==> src/rtl/dividend_reconstruct_mul.sv <==
// Shift-add multiply-accumulate: rebuilds a dividend as P = q*M + R from divider outputs.
// One operand bit is consumed per RUN cycle; start/busy/done handshake.
module dividend_reconstruct_mul #(
  parameter int unsigned N = 4
) (
  input  logic           clk,
  input  logic           rst,
  input  logic           start,
  input  logic [N-1:0]   q,
  input  logic [N:0]     M,
  input  logic [N:0]     R,
  output logic           busy,
  output logic           done,
  output logic [2*N:0]   P
);

  localparam int unsigned CntW = $clog2(N + 1);
  localparam int unsigned PW   = 2 * N + 1;

  typedef enum logic [1:0] {StIdle, StRun, StDone} state_e;

  state_e          state_q, state_d;
  logic [N:0]      mreg_q, mreg_d;
  logic [N-1:0]    qreg_q, qreg_d;
  logic [PW-1:0]   acc_q, acc_d;
  logic [CntW-1:0] cnt_q, cnt_d;
  logic [PW-1:0]   p_q, p_d;

  logic [PW-1:0]   addend;
  logic [PW-1:0]   sum;

  always_comb begin
    state_d = state_q;
    mreg_d  = mreg_q;
    qreg_d  = qreg_q;
    acc_d   = acc_q;
    cnt_d   = cnt_q;
    p_d     = p_q;

    // Partial product for the current multiplier bit, aligned by iteration count.
    addend = qreg_q[0] ? ({{N{1'b0}}, mreg_q} << cnt_q) : '0;
    sum    = acc_q + addend;

    unique case (state_q)
      StIdle, StDone: begin
        if (start) begin
          mreg_d  = M;
          qreg_d  = q;
          acc_d   = {{N{1'b0}}, R};
          cnt_d   = '0;
          state_d = StRun;
        end else begin
          state_d = StIdle;
        end
      end
      StRun: begin
        acc_d  = sum;
        qreg_d = qreg_q >> 1;
        cnt_d  = cnt_q + CntW'(1);
        if (cnt_q == CntW'(N - 1)) begin
          p_d     = sum;
          state_d = StDone;
        end
      end
      default: state_d = StIdle;
    endcase
  end

  always_ff @(posedge clk) begin
    if (!rst) begin
      state_q <= StIdle;
      mreg_q  <= '0;
      qreg_q  <= '0;
      acc_q   <= '0;
      cnt_q   <= '0;
      p_q     <= '0;
    end else begin
      state_q <= state_d;
      mreg_q  <= mreg_d;
      qreg_q  <= qreg_d;
      acc_q   <= acc_d;
      cnt_q   <= cnt_d;
      p_q     <= p_d;
    end
  end

  assign busy = (state_q == StRun);
  assign done = (state_q == StDone);
  assign P    = p_q;

endmodule

==> config.mk <==
export PLATFORM = sky130hd
export DESIGN_NAME = dividend_reconstruct_mul
export DESIGN_NICKNAME = d
export VERILOG_FILES = /design/src/rtl/dividend_reconstruct_mul.sv
export SDC_FILE = /design/constraint.sdc
export NUM_CORES = 1
export LEC_CHECK = 0
export CAP_MARGIN = 25
export CORE_MARGIN = 2
export CORE_UTILIZATION = 28
export DETAILED_ROUTE_END_ITERATION = 16
export DONT_BUFFER_PORTS = 1
export MAX_ROUTING_LAYER = met4
export PLACE_DENSITY = 0.41
export SLEW_MARGIN = 30
export SYNTH_ARGS = -nofsm -noshare
export SYNTH_HDL_FRONTEND = slang
export SYNTH_SLANG_ARGS = --single-unit
==> constraint.sdc <==
create_clock -name clk -period 7.1 [get_ports clk]
set_input_delay 1.42 -clock clk [delete_from_list [all_inputs] [get_ports clk]]
set_output_delay 1.42 -clock clk [all_outputs]
set_load 0.01 [all_outputs]
=== Word-level counts from Yosys, hierarchy flattened ===
Cells that the tools add are included.

* $add $sub $neg: 2
* Equality and inequality tests: 5
* Shifts and indexed selects: 1
* Mux-type cells: 10
* Reductions and logical operators: 6

{| class="wikitable"
|+ Operator list
! operator !! count
|-
| $mux 9 || 2
|-
| $pmux 9 s2 || 1
|-
| $add 9x9->9 || 1
|-
| $shl 5x3->9 || 1
|-
| $pmux 4 s2 || 1
|-
| $pmux 3 s2 || 1
|-
| $reduce_and 2->1 || 3
|-
| $mux 4 || 1
|-
| $pmux 2 s2 || 1
|-
| $add 3x1->3 const B || 1
|-
| $eq 3x2->1 const B || 1
|-
| $mux 3 || 1
|-
| $eq 2x1->1 const B || 1
|-
| $eq 2x2->1 const B || 1
|-
| $logic_not 2->1 || 1
|-
| $mux 2 || 1
|-
| $ne 2x1->1 const B || 1
|-
| $ne 2x2->1 const B || 1
|-
| $reduce_bool 2->1 || 1
|-
| $reduce_or 2->1 || 1
|-
| $mux 1 || 1
|}

* Bits in registers: 32
* Bits of input ports: 17
* Logic and storage cells: 30

=== Depth between registers and ports, before layout ===
Gate-level depths: netlist (run 1).

* Word-level depth: 4
* Mapped depth: 12

=== Least setup slack after synthesis (run 1) ===
OpenSTA, ideal clock, no wires.

* Kind: reg2reg
* Start point: reg cnt_q[1]
* End point: reg acc_q[8]
* Setup time: 138 ps
* Data arrival time: 2466 ps
* Data required time: 6962 ps
* Setup slack: 4496 ps
* Stages on the path, launching flop included: 12
* Buffers on the path: 1
* Cell sequence: dfxtp_1 -> clkbuf_1 -> mux2_2 -> nand2_1 -> o21ai_0 -> o211a_1 -> ha_1 -> a21o_1 -> a31o_2 -> a21oi_1 -> or3b_1 -> o221ai_1

* Longest elaborated chain between the ends: 4

{| class="wikitable"
|+ RTL lines
! what !! line !! RTL
|-
| from (decl) || 26 || <nowiki>logic [CntW-1:0] cnt_q, cnt_d;</nowiki>
|-
| from (signal assigned) || 82 || <nowiki>cnt_q <= cnt_d;</nowiki>
|-
| $shl 5x3->9 || 41 || <nowiki>addend = qreg_q[0] ? ({{N{1'b0}}, mreg_q} << cnt_q) : '0;</nowiki>
|-
| $mux 9 || 41 ||
|-
| $add 9x9->9 || 42 || <nowiki>sum = acc_q + addend;</nowiki>
|-
| $pmux 9 s2 || 44 || <nowiki>unique case (state_q)</nowiki>
|-
| to (signal assigned) || 74 || <nowiki>acc_q <= '0;</nowiki>
|-
| to (signal assigned) || 81 || <nowiki>acc_q <= acc_d;</nowiki>
|-
| to (decl) || 25 || <nowiki>logic [PW-1:0] acc_q, acc_d;</nowiki>
|}

No other way between the ends.
A chain may end at the register's enable or synchronous reset.

=== Worst setup path after layout (run 1) ===
* Start point: reg state_q[1]
* End point: out busy

* Longest elaborated chain between the ends: 1

{| class="wikitable"
|+ RTL lines
! what !! line !! RTL
|-
| from (decl) || 22 || <nowiki>state_e state_q, state_d;</nowiki>
|-
| from (signal assigned) || 71 || <nowiki>state_q <= StIdle;</nowiki>
|-
| from (signal assigned) || 78 || <nowiki>state_q <= state_d;</nowiki>
|-
| $eq 2x1->1 || 87 || <nowiki>assign busy = (state_q == StRun);</nowiki>
|-
| to (decl) || 12 || <nowiki>output logic busy,</nowiki>
|}

No other way between the ends.

==> results.json, run 1 <==
{
  "status": "finished, final reports clean",
  "initialDrtViolationCount": 71,
  "antenna_cells": 0,
  "cp-end-kind": "primary output",
  "core_um2": 6350,
  "hold_path_class": "reg -> reg",
  "ys_seq_elements": 32,
  "wire_per_inst_um": 15.50,
  "drtAntennaViolNets": 0,
  "drt_pre_antenna_iters": 4,
  "path_max_fanout": 22,
  "critPathSlowestCell": "nand2b_1",
  "ir_drop_mv": 0.1244,
  "relSlewSlack_pct": 43.00,
  "critical_path_class": "reg -> out",
  "cp.required_ns": 5.68,
  "wl_met1_mm": 2.333,
  "rows": 29,
  "max-cap-violations": 0,
  "nNetsFinal": 248,
  "wl_met3_um": 139,
  "rsz0062_at_grt": "false",
  "cp-startpoint": "state_q[1]$_SDFFE_PN0P_",
  "antenna_found_initial": 0,
  "ys_seq_area_share_pct": 34.81,
  "final_util_pct": 31.15,
  "pre_cts_ws_ns": 4.226,
  "max_freq_mhz": 318.5,
  "final_common_cell": "nand2_1",
  "fin_setup_tns_ns": 0,
  "portBuffers": 0,
  "hold_path.startpoint": "acc_q[6]$_SDFFE_PN0P_",
  "p_leak_nw": 0.8487,
  "area_growth_pct": 7.478,
  "place.gp.congestion": 0.7263,
  "top_layer": "met4",
  "cts_sinks": 32,
  "cts_tree": "yes",
  "timing.hold.ws_ns": 0.4852,
  "grt_max_degree": 39,
  "cp_cell_sequence": "nand2b_1 > inv_1",
  "startpoint_type": "flop",
  "hold_violations": 0,
  "grt_pass1_wl_mm": 7.790,
  "setup_slack_ns": 3.961,
  "start_util_pct": 28.99,
  "post-route-drc-count": 0,
  "slowest_delay_ns": 0.67,
  "dp_hpwl_mm": 3.199,
  "die_w_um": 85.08,
  "wl_mm": 4.620,
  "fp.dieArea_um2": 7238,
  "vias_per_cell": 5.161,
  "worst_pin_slew_ns": 0.8550,
  "clk_transition_reported_paths_ns": 0.07,
  "synth_edf_count": 0,
  "yosysUniqueCellTypes": 40,
  "ioPinCount": 28,
  "root_buffer": "clkbuf_8",
  "via_count": 1538,
  "netlist_instances": 227,
  "critPathTopFamily": "simple AND/OR/NAND/NOR gates",
  "grt_usage_pct": 14.05,
  "period_minus_slack_ns": 3.139,
  "clock_tree.buffer_depth": 2,
  "placedCellCount": 290,
  "final_cell_mix": "nand2_1 (49), dfxtp_1 (32), nand3_1 (19), o21ai_0 (10), ha_1 (10)",
  "min_period_over_period_pct": 44.22,
  "ctsHoldBuffers": 0,
  "grt_overflow": 0,
  "wl_met2_mm": 2.091,
  "post-cts-setup-buffer-count": 0,
  "synthFlopType": "dfxtp_1",
  "syn_avg_cell_area_um2": 8.108,
  "setup_viol": 0,
  "place_area_um2": 1888,
  "rr_startpoint": "cnt_q[1]$_SDFFE_PN0P_",
  "design_area_um2": 1978,
  "clk_latency_ns": 0.28,
  "netlist_area_um2": 1841,
  "crit_buf_inv": 1,
  "syn_nets": 255,
  "skew_ns": 0.001716,
  "synthArstFlopShare_pct": 0,
  "layout.cells.non_filler": 298,
  "drive_above_1_share_pct": 6.335,
  "crit_arrival_ns": 1.72,
  "die_y_um": 85.08,
  "slew_viol_final": 0,
  "grt_pass1_vias": 1566,
  "htreeDepth": 2,
  "cts_buffers": 5,
  "power_mw": 0.3898,
  "yosys_warnings": 0,
  "postCtsResizedCells": 0,
  "p_per_area_nw_per_um2": 197.0
}
layout make-up:
type	instances	area [um^2]
clock buffer	8	90.09
fill	686	4372
multi-input combinational	176	1129
inverter	4	15.01
timing repair buffer	1	7.507
tap	77	96.34
sequential	32	640.6
registers in the layout (all words and copies together), names as in the netlist:
signal,count
acc_q,9
mreg_q,5
qreg_q,4
cnt_q,3
P,9
state_q,2
tightest hold or removal path: cells and delay by family, from the launching register on:
family             cells  cell delay (ns)
DFF                    1             0.31
AOI/OAI and AO/OA      1             0.06
and+or+nand+nor        1             0.06
synth_stat cells, types with 2 or more instances:
library cell  number  area (um^2)
nand4_1            2        12.51
o221ai_1           2        17.52
xnor2_1            5        43.79
and2_1             4        25.02
nor2b_1            8        50.05
inv_1              4        15.01
mux2_2             2        22.52
nand2b_1           2        12.51
and3_1             5        31.28
clkbuf_1          15        56.30
a21o_1             3        22.52
a22oi_1            2        15.01
mux2i_1            2        20.02
dfxtp_1           32        640.6
nand2_1           49        183.9
nand3_1           19        95.09
a21oi_1            8        40.04
nand4b_1           2        17.52
ha_1              10        125.1
a21boi_0           9        67.56
nor2_1             7        26.28
o211a_1            8        80.08
o21ai_0           10        50.05
cells by family (layout without fill, tap and decap cells):
logic type      count (synthesis)  after routing  synth area share (%)
compound gates                 49             49                 18.83
simple gates                  104            104                 27.33
flops                          32             32                 34.81
xor+xnor                        7              7                 3.739
buf+inv                        19             13                 3.874
fa+ha+maj                      11             11                 7.886
mux                             5              5                 3.535
power by group:
group	internal [mW]	switching [mW]
Combinational	0.0197	0.0271
Clock	0.0791	0.0677
Sequential	0.187	0.00876
path summary, 6_finish.rpt:
| path | cells past startpoint | to | slack (ns) |
|---|---|---|---|
| setup / recovery | 2 | busy | 3.96 |
| hold / removal | 2 | acc_q[6]$_SDFFE_PN0P_ | 0.49 |
| setup reg to reg | 10 | acc_q[8]$_SDFFE_PN0P_ | 4.29 |
| hold reg to reg | 2 | acc_q[6]$_SDFFE_PN0P_ | 0.49 |
per-layer routing:
metal  vias to the layer above  track usage [%]
li1                        784                -
met1                       726            18.27
met2                        24            22.02
met3                         4            2.918
met4                         0            4.185
met5                         -                -
Note: power is estimated with default switching activity, not from simulation.
==> run 2, diff against run 1 <==
Clock period 7.1 ns to 3.3 ns, I/O delays scaled along.
==> results.json, run 2 (synthesis results as in run 1) <==
{
  "grt_overflow": 0,
  "max-cap-violations": 0,
  "pre_cts_ws_ns": 0.4864,
  "core_um2": 6350,
  "p_leak_nw": 0.8581,
  "worst_pin_slew_ns": 0.8338,
  "start_util_pct": 28.99,
  "root_buffer": "clkbuf_8",
  "cp_cell_sequence": "mux4_2 > nand2_1 > a21boi_0 > ha_1 > and3_1 > a41oi_1 > a32oi_1 > nand4b_1 > o221ai_1",
  "min_period_over_period_pct": 86.27,
  "setup_viol": 0,
  "crit_arrival_ns": 2.97,
  "fin_setup_tns_ns": 0,
  "wl_mm": 4.696,
  "grt_pass1_wl_mm": 7.859,
  "grt_pass1_vias": 1503,
  "ctsHoldBuffers": 0,
  "fillers": 669,
  "setup_slack_ns": 0.4532,
  "clk_latency_ns": 0.28,
  "rows": 29,
  "post-route-drc-count": 0,
  "period_minus_slack_ns": 2.847,
  "cts_sinks": 32,
  "initialDrtViolationCount": 122,
  "drive_above_1_share_pct": 7.240,
  "multi_input_area_um2": 1129,
  "skew_ns": 0.005345,
  "final_cell_mix": "nand2_1 (49), dfxtp_1 (32), nand3_1 (19), o21ai_0 (10), ha_1 (10)",
  "die_y_um": 85.08,
  "die_w_um": 85.08,
  "relSlewSlack_pct": 44.30,
  "cts_buffers": 5,
  "critPathSlowestCell": "dfxtp_1",
  "ioPinCount": 28,
  "cp.required_ns": 3.42,
  "antenna_cells": 0,
  "grt_max_degree": 39,
  "cp-end-kind": "flop",
  "p_per_area_nw_per_um2": 429.9,
  "clk_transition_reported_paths_ns": 0.07,
  "max_freq_mhz": 351.3,
  "grt_usage_pct": 14.23,
  "placedCellCount": 291,
  "status": "finished, final reports clean",
  "critical_path_class": "reg -> reg",
  "wire_per_inst_um": 15.76,
  "cts_tree": "yes",
  "htreeDepth": 2,
  "antenna_found_initial": 0,
  "hold_path_class": "reg -> reg",
  "startpoint_type": "flop",
  "drtAntennaViolNets": 0,
  "crit_buf_inv": 0,
  "final-seq-area_um2": 640.6,
  "via_count": 1527,
  "path_max_fanout": 14,
  "area_growth_pct": 8.226,
  "slew_viol_final": 0,
  "vias_per_cell": 5.124,
  "dp_hpwl_mm": 3.257,
  "rsz0062_at_grt": "false",
  "postCtsResizedCells": 0,
  "post-cts-setup-buffer-count": 0,
  "fp.dieArea_um2": 7238,
  "critPathTopFamily": "compound AO/OA/AOI/OAI gates",
  "hold_violations": 0,
  "portBuffers": 0,
  "clock_tree.buffer_depth": 2,
  "layout.cells.non_filler": 298,
  "final_common_cell": "nand2_1",
  "timing.hold.ws_ns": 0.4967,
  "slowest_delay_ns": 0.62,
  "place.gp.congestion": 0.8170,
  "drt_pre_antenna_iters": 4,
  "ir_drop_mv": 0.2011,
  "nNetsFinal": 249
}
[run 2: cell types whose count changed in the layout (fill, tap and decap cells not counted)]
| cell | previous run | this run |
|---|---|---|
| buf_4 | 1 | 2 |
| clkbuf_1 | 2 | 0 |
| clkbuf_8 | 6 | 7 |
[run 2: tightest hold or removal path, delay by kind of cell, from the launching register on]
kind	cells	cell delay (ns)
DFF	1	0.32
and+or+nand+nor	1	0.06
AOI/OAI and AO/OA	1	0.07
[run 2: metal layers]
metal,share of wire [%],GRT usage [%]
met5,0,-
met4,0.64,4.329
met3,3.9,2.821
met2,44,20.38
met1,51,20.16
[run 2: cell type report]
cell class | count | share of cell area, %
clock buffers | 7 | 4.837
inverters | 4 | 0.7538
flip-flops and latches | 32 | 32.16
repair buffers | 2 | 0.7538
multi-input cells | 176 | 56.66
well taps | 77 | 4.837
[run 2: through the flow]
step	power, mW	utilization [%]	cell area [um^2]
after floorplan	0.5135	-	1841
after global placement	0.5363	29.85	1896
after detailed placement	0.5353	29.85	1896
after CTS	0.8773	31.37	1992
after global routing	0.9041	31.37	1992
final	0.8564	31.37	1992
[run 2: report_power, final]
group	switching, mW	internal [mW]	total, mW
Sequential	0.0189	0.403	0.422
Clock	0.145	0.186	0.331
Combinational	0.0598	0.0437	0.104
[run 2: worst paths after layout]
check                           cells after the start                    end  slack, ns                   from
worst max-delay path                                9  acc_q[7]$_SDFFE_PN0P_       0.45  cnt_q[0]$_SDFFE_PN0P_
worst min-delay path                                2  acc_q[6]$_SDFFE_PN0P_       0.50  acc_q[6]$_SDFFE_PN0P_
worst max register to register                      9  acc_q[7]$_SDFFE_PN0P_       0.45  cnt_q[0]$_SDFFE_PN0P_
worst min register to register                      2  acc_q[6]$_SDFFE_PN0P_       0.50  acc_q[6]$_SDFFE_PN0P_
==> run 3, diff against run 2 <==
Settings changed: CORE_UTILIZATION 28 to 58, PLACE_DENSITY 0.41 to 0.74.
==> results.json, run 3 (synthesis results as in run 1) <==
{
  "cp.required_ns": 3.50,
  "placedCellCount": 258,
  "final_cell_mix": "nand2_1 (49), dfxtp_1 (32), nand3_1 (19), o21ai_0 (10), ha_1 (10)",
  "reg2reg_slack_ns": 0.48,
  "grt_pass1_wl_mm": 6.727,
  "clk_transition_reported_paths_ns": 0.09,
  "p_leak_nw": 0.8409,
  "post-cts-setup-buffer-count": 0,
  "crit_arrival_ns": 3.02,
  "worst_pin_slew_ns": 0.8100,
  "slowest_delay_ns": 0.63,
  "initialDrtViolationCount": 130,
  "slew_viol_final": 0,
  "worst_r2r_path_depth": 9,
  "rr_startpoint": "cnt_q[0]$_SDFFE_PN0P_",
  "start_util_pct": 60.79,
  "setup_viol": 0,
  "fillers": 277,
  "area_growth_pct": 3.943,
  "antenna_cells": 0,
  "grt_overflow": 0,
  "place.gp.congestion": 0.9278,
  "htreeDepth": 2,
  "critPathSlowestCell": "dfxtp_1",
  "final_common_cell": "nand2_1",
  "cp-end-kind": "flop",
  "relSlewSlack_pct": 46.00,
  "reg2reg_to": "acc_q[7]$_SDFFE_PN0P_",
  "p_per_area_nw_per_um2": 396.1,
  "dp_hpwl_mm": 2.897,
  "antenna_found_initial": 0,
  "via_count": 1575,
  "ctsHoldBuffers": 0,
  "hold_path_class": "in -> reg",
  "path_max_fanout": 14,
  "root_buffer": "clkbuf_4",
  "rows": 20,
  "skew_ns": 0.008317,
  "die_y_um": 60.33,
  "hold_path.startpoint": "rst",
  "die_w_um": 60.33,
  "fp.dieArea_um2": 3640,
  "hold_violations": 0,
  "startpoint_type": "flop",
  "cts_sinks": 32,
  "cts_buffers": 5,
  "clk_latency_ns": 0.33,
  "nNetsFinal": 249,
  "cts_tree": "yes",
  "wl_mm": 4.053,
  "post-route-drc-count": 0,
  "ioPinCount": 28,
  "period_minus_slack_ns": 2.818,
  "drive_above_1_share_pct": 6.757,
  "fin_setup_tns_ns": 0,
  "drtAntennaViolNets": 0,
  "rsz0062_at_grt": "false",
  "holdPathEnd": "P[8]$_SDFFE_PN0P_",
  "grt_usage_pct": 25.92,
  "drt_pre_antenna_iters": 4,
  "postCtsResizedCells": 0,
  "vias_per_cell": 5.921,
  "clock_tree.buffer_depth": 2,
  "ir_drop_mv": 0.2698,
  "min_period_over_period_pct": 85.40,
  "core_um2": 3028,
  "status": "finished, final reports clean",
  "max_freq_mhz": 354.8,
  "critical_path_class": "reg -> reg",
  "layout.cells.non_filler": 266,
  "wire_per_inst_um": 15.24,
  "grt_max_degree": 39,
  "cp_cell_sequence": "mux4_2 > nand2_1 > a21boi_0 > ha_1 > and3_1 > a41oi_1 > a32oi_1 > nand4b_1 > o221ai_1",
  "portBuffers": 0,
  "min_path_cells": 2,
  "grt_pass1_vias": 1474,
  "max-cap-violations": 0
}
-- run 3: changes by cell type in the layout (fill, tap and decap cells not counted) --
cell,before,now
clkbuf_1,0,2
clkbuf_8,7,1
clkbuf_4,0,5
-- run 3: worst max-delay path by stage --
stage	start	endpoint	slack [ns]	cells past startpoint
after floorplan	cnt_q[1]$_SDFFE_PN0P_	acc_q[8]$_SDFFE_PN0P_	0.70	11
after global placement	cnt_q[0]$_SDFFE_PN0P_	acc_q[7]$_SDFFE_PN0P_	0.62	9
after detailed placement	cnt_q[0]$_SDFFE_PN0P_	acc_q[7]$_SDFFE_PN0P_	0.53	9
after CTS	cnt_q[0]$_SDFFE_PN0P_	acc_q[7]$_SDFFE_PN0P_	0.50	9
after global routing	cnt_q[0]$_SDFFE_PN0P_	acc_q[7]$_SDFFE_PN0P_	0.30	9
final	cnt_q[0]$_SDFFE_PN0P_	acc_q[7]$_SDFFE_PN0P_	0.48	9
-- run 3: cell type report --
cell class                      instances  area (um^2)  share of cell area (%)
Inverter                                4        15.01                  0.7848
Timing Repair Buffer                    2        15.01                  0.7848
Sequential cell                        32        640.6                   33.49
Clock buffer                            8        58.81                   3.074
Multi-Input combinational cell        176         1129                   58.99
Tap cell                               44        55.05                   2.878
-- run 3: metrics by stage --
| stage | area, um^2 | utilization, % | power [mW] | hold slack [ns] | setup slack, ns |
|---|---|---|---|---|---|
| finish | 1913 | 63.18 | 0.7578 | 0.4501 | 0.4818 |
| global route | 1913 | 63.18 | 0.7970 | 0.4292 | 0.2980 |
| CTS | 1913 | 63.18 | 0.7639 | 0.4365 | 0.4960 |
| detailed placement | 1854 | 61.24 | 0.5322 | 0.4792 | 0.5265 |
| global placement | 1854 | 61.24 | 0.5276 | 0.4741 | 0.6185 |
| floorplan | 1841 | - | 0.5135 | 0.4569 | 0.6962 |
-- run 3: critical path: cells and delay by family, from the launching register on --
family / cells / cell delay, ns
flops: 1 / 0.63
mux: 1 / 0.60
fa+ha+maj: 1 / 0.37
compound gates: 4 / 0.64
simple gates: 3 / 0.45
-- run 3: layer usage --
| layer | GRT usage (%) | wire length (um) | part of all wire (%) | vias up |
|---|---|---|---|---|
| met4 | 10.48 | 78 | 1.9 | 0 |
| met2 | 39.13 | 1835 | 45 | 45 |
| met1 | 33.64 | 1870 | 46 | 741 |
| met3 | 5.757 | 268 | 6.6 | 9 |
| met5 | - | 0 | 0 | - |
| li1 | - | - | - | 780 |
-- run 3: power by group --
group / leakage (nW) / total [mW] / internal [mW] / switching [mW]
combinational: 0.547 / 0.103 / 0.0439 / 0.0588
sequential: 0.261 / 0.422 / 0.403 / 0.0194
clock: 0.0326 / 0.233 / 0.105 / 0.128
